===== src/rtl/repairval_partner_responder.sv =====
// repairval_partner_responder
// Partner-side responder for the MBINIT.REPAIRVAL sideband handshake.
// It answers init/result/done requests and checks the valid-lane pattern
// 8'b11110000 while in CHECK_PATTERN.
// Optional build macro REPAIRVAL_PARTNER_TIMEOUT_EN adds a per-state watchdog.
// That watchdog and its TIMEOUT_CYC parameter exist only when the macro is defined.
module repairval_partner_responder #(
  parameter int CNT_W          = 8,
  parameter int ITER_NUM       = 128,
  parameter int PASS_THRESHOLD = 16
`ifdef REPAIRVAL_PARTNER_TIMEOUT_EN
  , parameter logic [23:0] TIMEOUT_CYC = 24'd8000000
`endif
) (
  input  logic       CLK,
  input  logic       rst_n,
  input  logic       i_REPAIRCLK_end,
  input  logic [3:0] i_Rx_SbMessage,
  input  logic       i_msg_valid,
  input  logic       i_Busy_SideBand,
  input  logic       i_falling_edge_busy,
  input  logic       i_VAL_Rx,
  output logic [3:0] o_TX_SbMessage,
  output logic       o_ValidOutDatat_Module,
  output logic       o_VAL_Result_logged,
  output logic       o_VAL_Checker_En,
  output logic       o_train_error_req,
  output logic       o_MBINIT_REPAIRVAL_Partner_end
);

  localparam logic [CNT_W-1:0] LP_ITER   = CNT_W'(ITER_NUM);
  localparam logic [CNT_W-1:0] LP_THRESH = CNT_W'(PASS_THRESHOLD);
  localparam logic [7:0]       LP_PATTERN = 8'b1111_0000;

  typedef enum logic [3:0] {
    S_IDLE             = 4'd0,
    S_WAIT_INIT_REQ    = 4'd1,
    S_WAIT_BUSY_INIT   = 4'd2,
    S_SEND_INIT_RESP   = 4'd3,
    S_CHECK_PATTERN    = 4'd4,
    S_WAIT_BUSY_RESULT = 4'd5,
    S_SEND_RESULT_RESP = 4'd6,
    S_WAIT_DONE_REQ    = 4'd7,
    S_WAIT_BUSY_DONE   = 4'd8,
    S_SEND_DONE_RESP   = 4'd9,
    S_COMPLETE         = 4'd10
  } state_t;

  state_t           r_state;
  state_t           w_next_state;
  logic             w_proto_err;
  logic             w_timeout;
  logic             w_init_req;
  logic             w_result_req;
  logic             w_done_req;
  logic [3:0]       w_tx_next;
  logic             w_valid_next;
  logic             w_chk_en_next;
  logic             w_end_next;
  logic             w_chk_clear;
  logic             w_chk_active;
  logic             w_latch_result;
  logic [7:0]       w_byte;
  logic             r_started;
  logic [6:0]       r_shift;
  logic [2:0]       r_bit_cnt;
  logic [CNT_W-1:0] r_iter_cnt;
  logic [CNT_W-1:0] r_ok_cnt;
  logic             r_result;

  assign w_init_req   = i_msg_valid && (i_Rx_SbMessage == 4'd1);
  assign w_result_req = i_msg_valid && (i_Rx_SbMessage == 4'd3);
  assign w_done_req   = i_msg_valid && (i_Rx_SbMessage == 4'd5);

  // State register
  always_ff @(posedge CLK or negedge rst_n) begin
    if (!rst_n) r_state <= S_IDLE;
    else        r_state <= w_next_state;
  end

  // Next-state logic; abort (REPAIRCLK_end low) overrides everything
  always_comb begin
    w_next_state = r_state;
    w_proto_err  = 1'b0;
    case (r_state)
      S_IDLE:             if (i_REPAIRCLK_end) w_next_state = S_WAIT_INIT_REQ;
      S_WAIT_INIT_REQ: begin
        if (w_init_req) w_next_state = S_WAIT_BUSY_INIT;
        else if (w_result_req || w_done_req) begin
          w_proto_err  = 1'b1;
          w_next_state = S_IDLE;
        end
      end
      S_WAIT_BUSY_INIT:   if (!i_Busy_SideBand) w_next_state = S_SEND_INIT_RESP;
      S_SEND_INIT_RESP:   if (i_falling_edge_busy) w_next_state = S_CHECK_PATTERN;
      S_CHECK_PATTERN: begin
        if (w_result_req) w_next_state = S_WAIT_BUSY_RESULT;
        else if (w_init_req) begin
          w_proto_err  = 1'b1;
          w_next_state = S_IDLE;
        end
      end
      S_WAIT_BUSY_RESULT: if (!i_Busy_SideBand) w_next_state = S_SEND_RESULT_RESP;
      S_SEND_RESULT_RESP: if (i_falling_edge_busy) w_next_state = S_WAIT_DONE_REQ;
      S_WAIT_DONE_REQ: begin
        if (w_done_req) w_next_state = S_WAIT_BUSY_DONE;
        else if (w_init_req) begin
          w_proto_err  = 1'b1;
          w_next_state = S_IDLE;
        end
      end
      S_WAIT_BUSY_DONE:   if (!i_Busy_SideBand) w_next_state = S_SEND_DONE_RESP;
      S_SEND_DONE_RESP:   if (i_falling_edge_busy) w_next_state = S_COMPLETE;
      S_COMPLETE: begin
        if (w_init_req) begin
          w_proto_err  = 1'b1;
          w_next_state = S_IDLE;
        end
      end
      default:            w_next_state = S_IDLE;
    endcase
    if (w_timeout) begin
      w_proto_err  = 1'b1;
      w_next_state = S_IDLE;
    end
    if ((r_state != S_IDLE) && !i_REPAIRCLK_end) begin
      w_proto_err  = 1'b0;
      w_next_state = S_IDLE;
    end
  end

  // Output decode from the state being entered
  always_comb begin
    w_tx_next     = 4'd0;
    w_valid_next  = 1'b0;
    w_chk_en_next = 1'b0;
    w_end_next    = 1'b0;
    case (w_next_state)
      S_SEND_INIT_RESP:   begin w_valid_next = 1'b1; w_tx_next = 4'd2; end
      S_SEND_RESULT_RESP: begin w_valid_next = 1'b1; w_tx_next = 4'd4; end
      S_SEND_DONE_RESP:   begin w_valid_next = 1'b1; w_tx_next = 4'd6; end
      S_CHECK_PATTERN:    w_chk_en_next = 1'b1;
      S_COMPLETE:         w_end_next    = 1'b1;
      default:            ;
    endcase
  end

  // Output registers
  always_ff @(posedge CLK or negedge rst_n) begin
    if (!rst_n) begin
      o_TX_SbMessage                 <= 4'd0;
      o_ValidOutDatat_Module         <= 1'b0;
      o_VAL_Checker_En               <= 1'b0;
      o_MBINIT_REPAIRVAL_Partner_end <= 1'b0;
      o_train_error_req              <= 1'b0;
    end else begin
      o_TX_SbMessage                 <= w_tx_next;
      o_ValidOutDatat_Module         <= w_valid_next;
      o_VAL_Checker_En               <= w_chk_en_next;
      o_MBINIT_REPAIRVAL_Partner_end <= w_end_next;
      o_train_error_req              <= w_proto_err;
    end
  end

  // Comparator runs only while staying in CHECK_PATTERN, so a bit arriving
  // with result_req is treated as part of the discarded partial iteration.
  assign w_chk_clear    = ((w_next_state == S_CHECK_PATTERN) && (r_state != S_CHECK_PATTERN)) ||
                          (w_next_state == S_IDLE);
  assign w_chk_active   = (r_state == S_CHECK_PATTERN) && (w_next_state == S_CHECK_PATTERN) &&
                          (r_iter_cnt != LP_ITER);
  assign w_latch_result = (r_state == S_CHECK_PATTERN) && (w_next_state == S_WAIT_BUSY_RESULT);
  assign w_byte         = {r_shift, i_VAL_Rx};

  // Pattern comparator: sync on first 1, then compare every 8 bits MSB-first
  always_ff @(posedge CLK or negedge rst_n) begin
    if (!rst_n) begin
      r_started  <= 1'b0;
      r_shift    <= 7'd0;
      r_bit_cnt  <= 3'd0;
      r_iter_cnt <= '0;
      r_ok_cnt   <= '0;
    end else if (w_chk_clear) begin
      r_started  <= 1'b0;
      r_shift    <= 7'd0;
      r_bit_cnt  <= 3'd0;
      r_iter_cnt <= '0;
      r_ok_cnt   <= '0;
    end else if (w_chk_active && (r_started || i_VAL_Rx)) begin
      r_started <= 1'b1;
      if (r_bit_cnt == 3'd7) begin
        r_bit_cnt  <= 3'd0;
        r_shift    <= 7'd0;
        r_iter_cnt <= r_iter_cnt + 1'b1;
        if (w_byte == LP_PATTERN) r_ok_cnt <= r_ok_cnt + 1'b1;
      end else begin
        r_bit_cnt <= r_bit_cnt + 1'b1;
        r_shift   <= w_byte[6:0];
      end
    end
  end

  // Pass/fail result: frozen at result_req, dropped on IDLE or new check
  always_ff @(posedge CLK or negedge rst_n) begin
    if (!rst_n)              r_result <= 1'b0;
    else if (w_chk_clear)    r_result <= 1'b0;
    else if (w_latch_result) r_result <= (r_ok_cnt >= LP_THRESH);
  end

  assign o_VAL_Result_logged = r_result;

`ifdef REPAIRVAL_PARTNER_TIMEOUT_EN
  logic [23:0] r_to_cnt;

  // Watchdog: counts cycles spent in one waiting state
  always_ff @(posedge CLK or negedge rst_n) begin
    if (!rst_n) r_to_cnt <= 24'd0;
    else if ((r_state == S_IDLE) || (r_state == S_COMPLETE) || (w_next_state != r_state))
      r_to_cnt <= 24'd0;
    else
      r_to_cnt <= r_to_cnt + 24'd1;
  end

  assign w_timeout = (r_state != S_IDLE) && (r_state != S_COMPLETE) &&
                     (r_to_cnt == (TIMEOUT_CYC - 24'd1));
`else
  assign w_timeout = 1'b0;
`endif

endmodule


===== config.mk =====
export PLATFORM = sky130hd
export DESIGN_NAME = repairval_partner_responder
export DESIGN_NICKNAME = d
export VERILOG_FILES = /design/src/rtl/repairval_partner_responder.sv
export SDC_FILE = /design/constraint.sdc
export NUM_CORES = 1
export LEC_CHECK = 0
export CAP_MARGIN = 5
export CORE_MARGIN = 2
export CORE_UTILIZATION = 50
export CTS_CLUSTER_DIAMETER = 40
export DETAILED_ROUTE_END_ITERATION = 12
export GPL_ROUTABILITY_DRIVEN = 0
export MAX_ROUTING_LAYER = met4
export PLACE_DENSITY = 0.71
export SLEW_MARGIN = 30
export SYNTH_ARGS = -nofsm -noshare
export SYNTH_HDL_FRONTEND = slang
export SYNTH_SLANG_ARGS = --single-unit

===== constraint.sdc =====
create_clock -name CLK -period 2.8 [get_ports CLK]
set_clock_uncertainty 0.1 [all_clocks]
set_input_delay 0.42 -clock CLK [delete_from_list [all_inputs] [get_ports CLK]]
set_output_delay 0.42 -clock CLK [all_outputs]
set_load 0.05 [all_outputs]

==> run metrics <==
largest cells by area after synthesis dfrtp_1, o21ai_0, nor2_1, o31ai_1, a22o_1; Synth top area share 0.410; Most used DFF post-synth dfrtp_1; Initial Utilization 0.525; flop2flop setup slack between 0.2 and 0.25 ns; Tmin final roughly 2.6 ns; Reg2Reg Depth 7; Post-Syn Instances between 200 and 250; Psw 0.791 mW; CP Class reg -> reg; GRT overflow 0; Worst Hold Class in -> async; Post-Synth XOR/XNOR Area 0.00378; Synth Warn # 0; GR Util All Layers 0.206; Arr. time, crit path 2.64 ns; unrepaired setup endpoints after global routing false; area grow syn2layout 17.7%; die area approximately 5200 µm²; Residual DRC 0; # clock sinks 38; largest net degree at the start of global routing 39; most common library cell in the layout ignoring fill and taps dfrtp_1; vias in the first global route 1859; Clock power frac 0.168; switching share of power 0.395; dominant cell type by area after synthesis dfrtp_1; Pint 1.21 mW; failing checks negative hold slack; Post-synth EDFFs 0; I/O Buffers 17; Root Buffer clkbuf_8; critical path launch point type flip-flop; simple-gate share of the synthesized area 0.221; DPL Wire Length 3340 µm; Setup TNS 0 ns; Worst Path Buf+Inv 0; routed wire length 4700 µm; kind of cell adding the most delay to the critical path simple AND/OR/NAND/NOR gates; Die X roughly 72 µm; crit path cell chain nand2b_1 -> or4b_4 -> a2111oi_4 -> and4_2 -> a31oi_1 -> o21ai_1 -> o31ai_2; CTS Buffer Depth 2; WL/cell 14.3 µm; Crit-path slowest cell or4b_4; final setup violation count 0; post-route ant nets 0; antenna violations before repair 0; Fmax achieved 0.388 GHz; IO Pins 20; CTS tree built; Synth Register Bits 38; sequential share of the synthesized area 0.410; share of flip-flops with an asynchronous set or reset 1.00; row count 24; Distinct cells, synth 61; Tcrit/Tclk final 0.920; setup bufs post-CTS 0; mux cell area share after synthesis 0.00918; Skew-Pair Late Insertion Delay around 0.28 ns; CP peak stage delay between 0.5 and 0.6 ns; Gate power share 0.490; Slew Limit Fails 0; peak supply drop slightly above 400 µV; CTS H-tree lvls 2; R2R Path Start r_state[3]; Synth Cell Area around 2300 µm²; hold_ws -0.0106 ns; nets@finish roughly 300; most frequent cells in the layout dfrtp_1, buf_4, o21ai_0; largest family of logic cells by synthesized area compound AO/OA/AOI/OAI gates; fraction of layout cells with a size suffix above 1 0.188; vias just under 2000; Leak between 1 and 1.5 nW; pwr dens 734 nW/µm²; cts bufs inserted 5; critical path endpoint category flip-flop; DRT iter0 DRCs about 150; drt pass-1 iters 4; ANT cells 0; Max-cap violations 0; post-CTS sizing 0; adder-cell share of the synthesized area 0.0324; WP data required 2.86 ns; Synth Area in Compound Gates 0.255; Core Box Area roughly 4400 µm²; mean area per synthesized cell ~9.6 µm²; final hold violation count 16; Sequential Power Share 0.342; clk slew on worst S/H paths approximately 0.060 ns; hold buffer count at cts 0; first-pass GRT wire length between 8000 and 9000 µm; Die Height ~72 µm; reg-to-reg endpoint r_ok_cnt[7]; Max FO, Critical Path 12; status finished with violations; vias per cell 5.93
## synthesized netlist by cell type, drive strengths merged, types with 4 or more instances
cell	number
a21o	4
a21oi	6
a22o	9
a31oi	9
and2	4
and3	4
buf	14
dfrtp	38
ha	6
inv	12
nand2	12
nand2b	8
nand3	6
nor2	23
nor3	6
o21ai	25
o31ai	12
## through the flow
stage | utilization | power (mW) | std cells | setup slack [ns] | cell area, µm²
after detailed placement | 0.599 | 1.67 | 321 | -0.0702 | 2640
after CTS | 0.616 | 2.02 | 328 | 0.140 | 2720
final | 0.618 | 2.00 | 328 | 0.224 | 2730
after global routing | 0.618 | 2.14 | 328 | 0.0607 | 2730
after global placement | 0.599 | 1.66 | 321 | -0.0424 | 2640
after floorplan | - | 1.32 | 243 | 0.464 | 2320
## power by group through the flow
stage / clock, mW / combinational, mW / sequential (mW)
2_1_floorplan: 0 / 0.611 / 0.706
3_3_place_gp: 0 / 0.974 / 0.689
3_5_place_dp: 0 / 0.982 / 0.690
4_1_cts: 0.352 / 0.986 / 0.680
5_1_grt: 0.370 / 1.08 / 0.694
6_report: 0.336 / 0.981 / 0.685
## registers in the layout, indices dropped and copies added (netlist names)
signal and count:
o_VAL_Checker_En 1, o_ValidOutDatat_Module 1, r_shift 7, r_state 4
o_train_error_req 1, r_started 1, o_MBINIT_REPAIRVAL_Partner_end 1, r_ok_cnt 8
r_iter_cnt 8, o_TX_SbMessage 2, o_VAL_Result_logged 1, r_bit_cnt 3
## routing by layer
metal  track usage  wire [µm]
met1         0.283       2320
met4        0.0377         17
met2         0.320       2170
met3        0.0417        192
met5             -          0
## worst max-delay path by stage
| stage | from | end | slack, ns | cells after the start |
|---|---|---|---|---|
| 2_1_floorplan | r_state[1] | r_ok_cnt[7] | 0.46 | 8 |
| 3_3_place_gp | i_falling_edge_busy | r_ok_cnt[7] | -0.04 | 8 |
| 3_5_place_dp | i_falling_edge_busy | r_ok_cnt[7] | -0.07 | 8 |
| 4_1_cts | r_state[3] | r_ok_cnt[7] | 0.14 | 7 |
| 5_1_grt | r_state[3] | r_ok_cnt[7] | 0.06 | 7 |
| 6_report | r_state[3] | r_ok_cnt[7] | 0.22 | 7 |
## layout make-up
| class | instances | area (µm²) |
|---|---|---|
| Clock buffer | 7 | 76.3 |
| Fill cell | 378 | 1690 |
| Inverter | 12 | 45.0 |
| Multi-Input combinational cell | 177 | 1220 |
| Sequential cell | 38 | 955 |
| Tap cell | 52 | 65.1 |
| Timing Repair Buffer | 42 | 368 |
## worst reg2reg max path, stage by stage, from the launching register on
cell and delay [ns]:
dfrtp_2 0.49, nand2b_1 0.19, or4b_4 0.55, a2111oi_4 0.42, and4_2 0.36, a31oi_1 0.10
o21ai_1 0.16, o31ai_2 0.09
## kinds of logic (layout without fill, tap and decap cells)
| family | after synthesis | count (layout) |
|---|---|---|
| compound gates | 81 | 81 |
| xor+xnor | 1 | 1 |
| fa+ha+maj | 6 | 6 |
| buf+inv | 28 | 61 |
| flops | 38 | 38 |
| mux | 2 | 2 |
| other cells | 1 | 2 |
| simple gates | 85 | 85 |
Note: power is estimated with default switching activity, not from simulation.
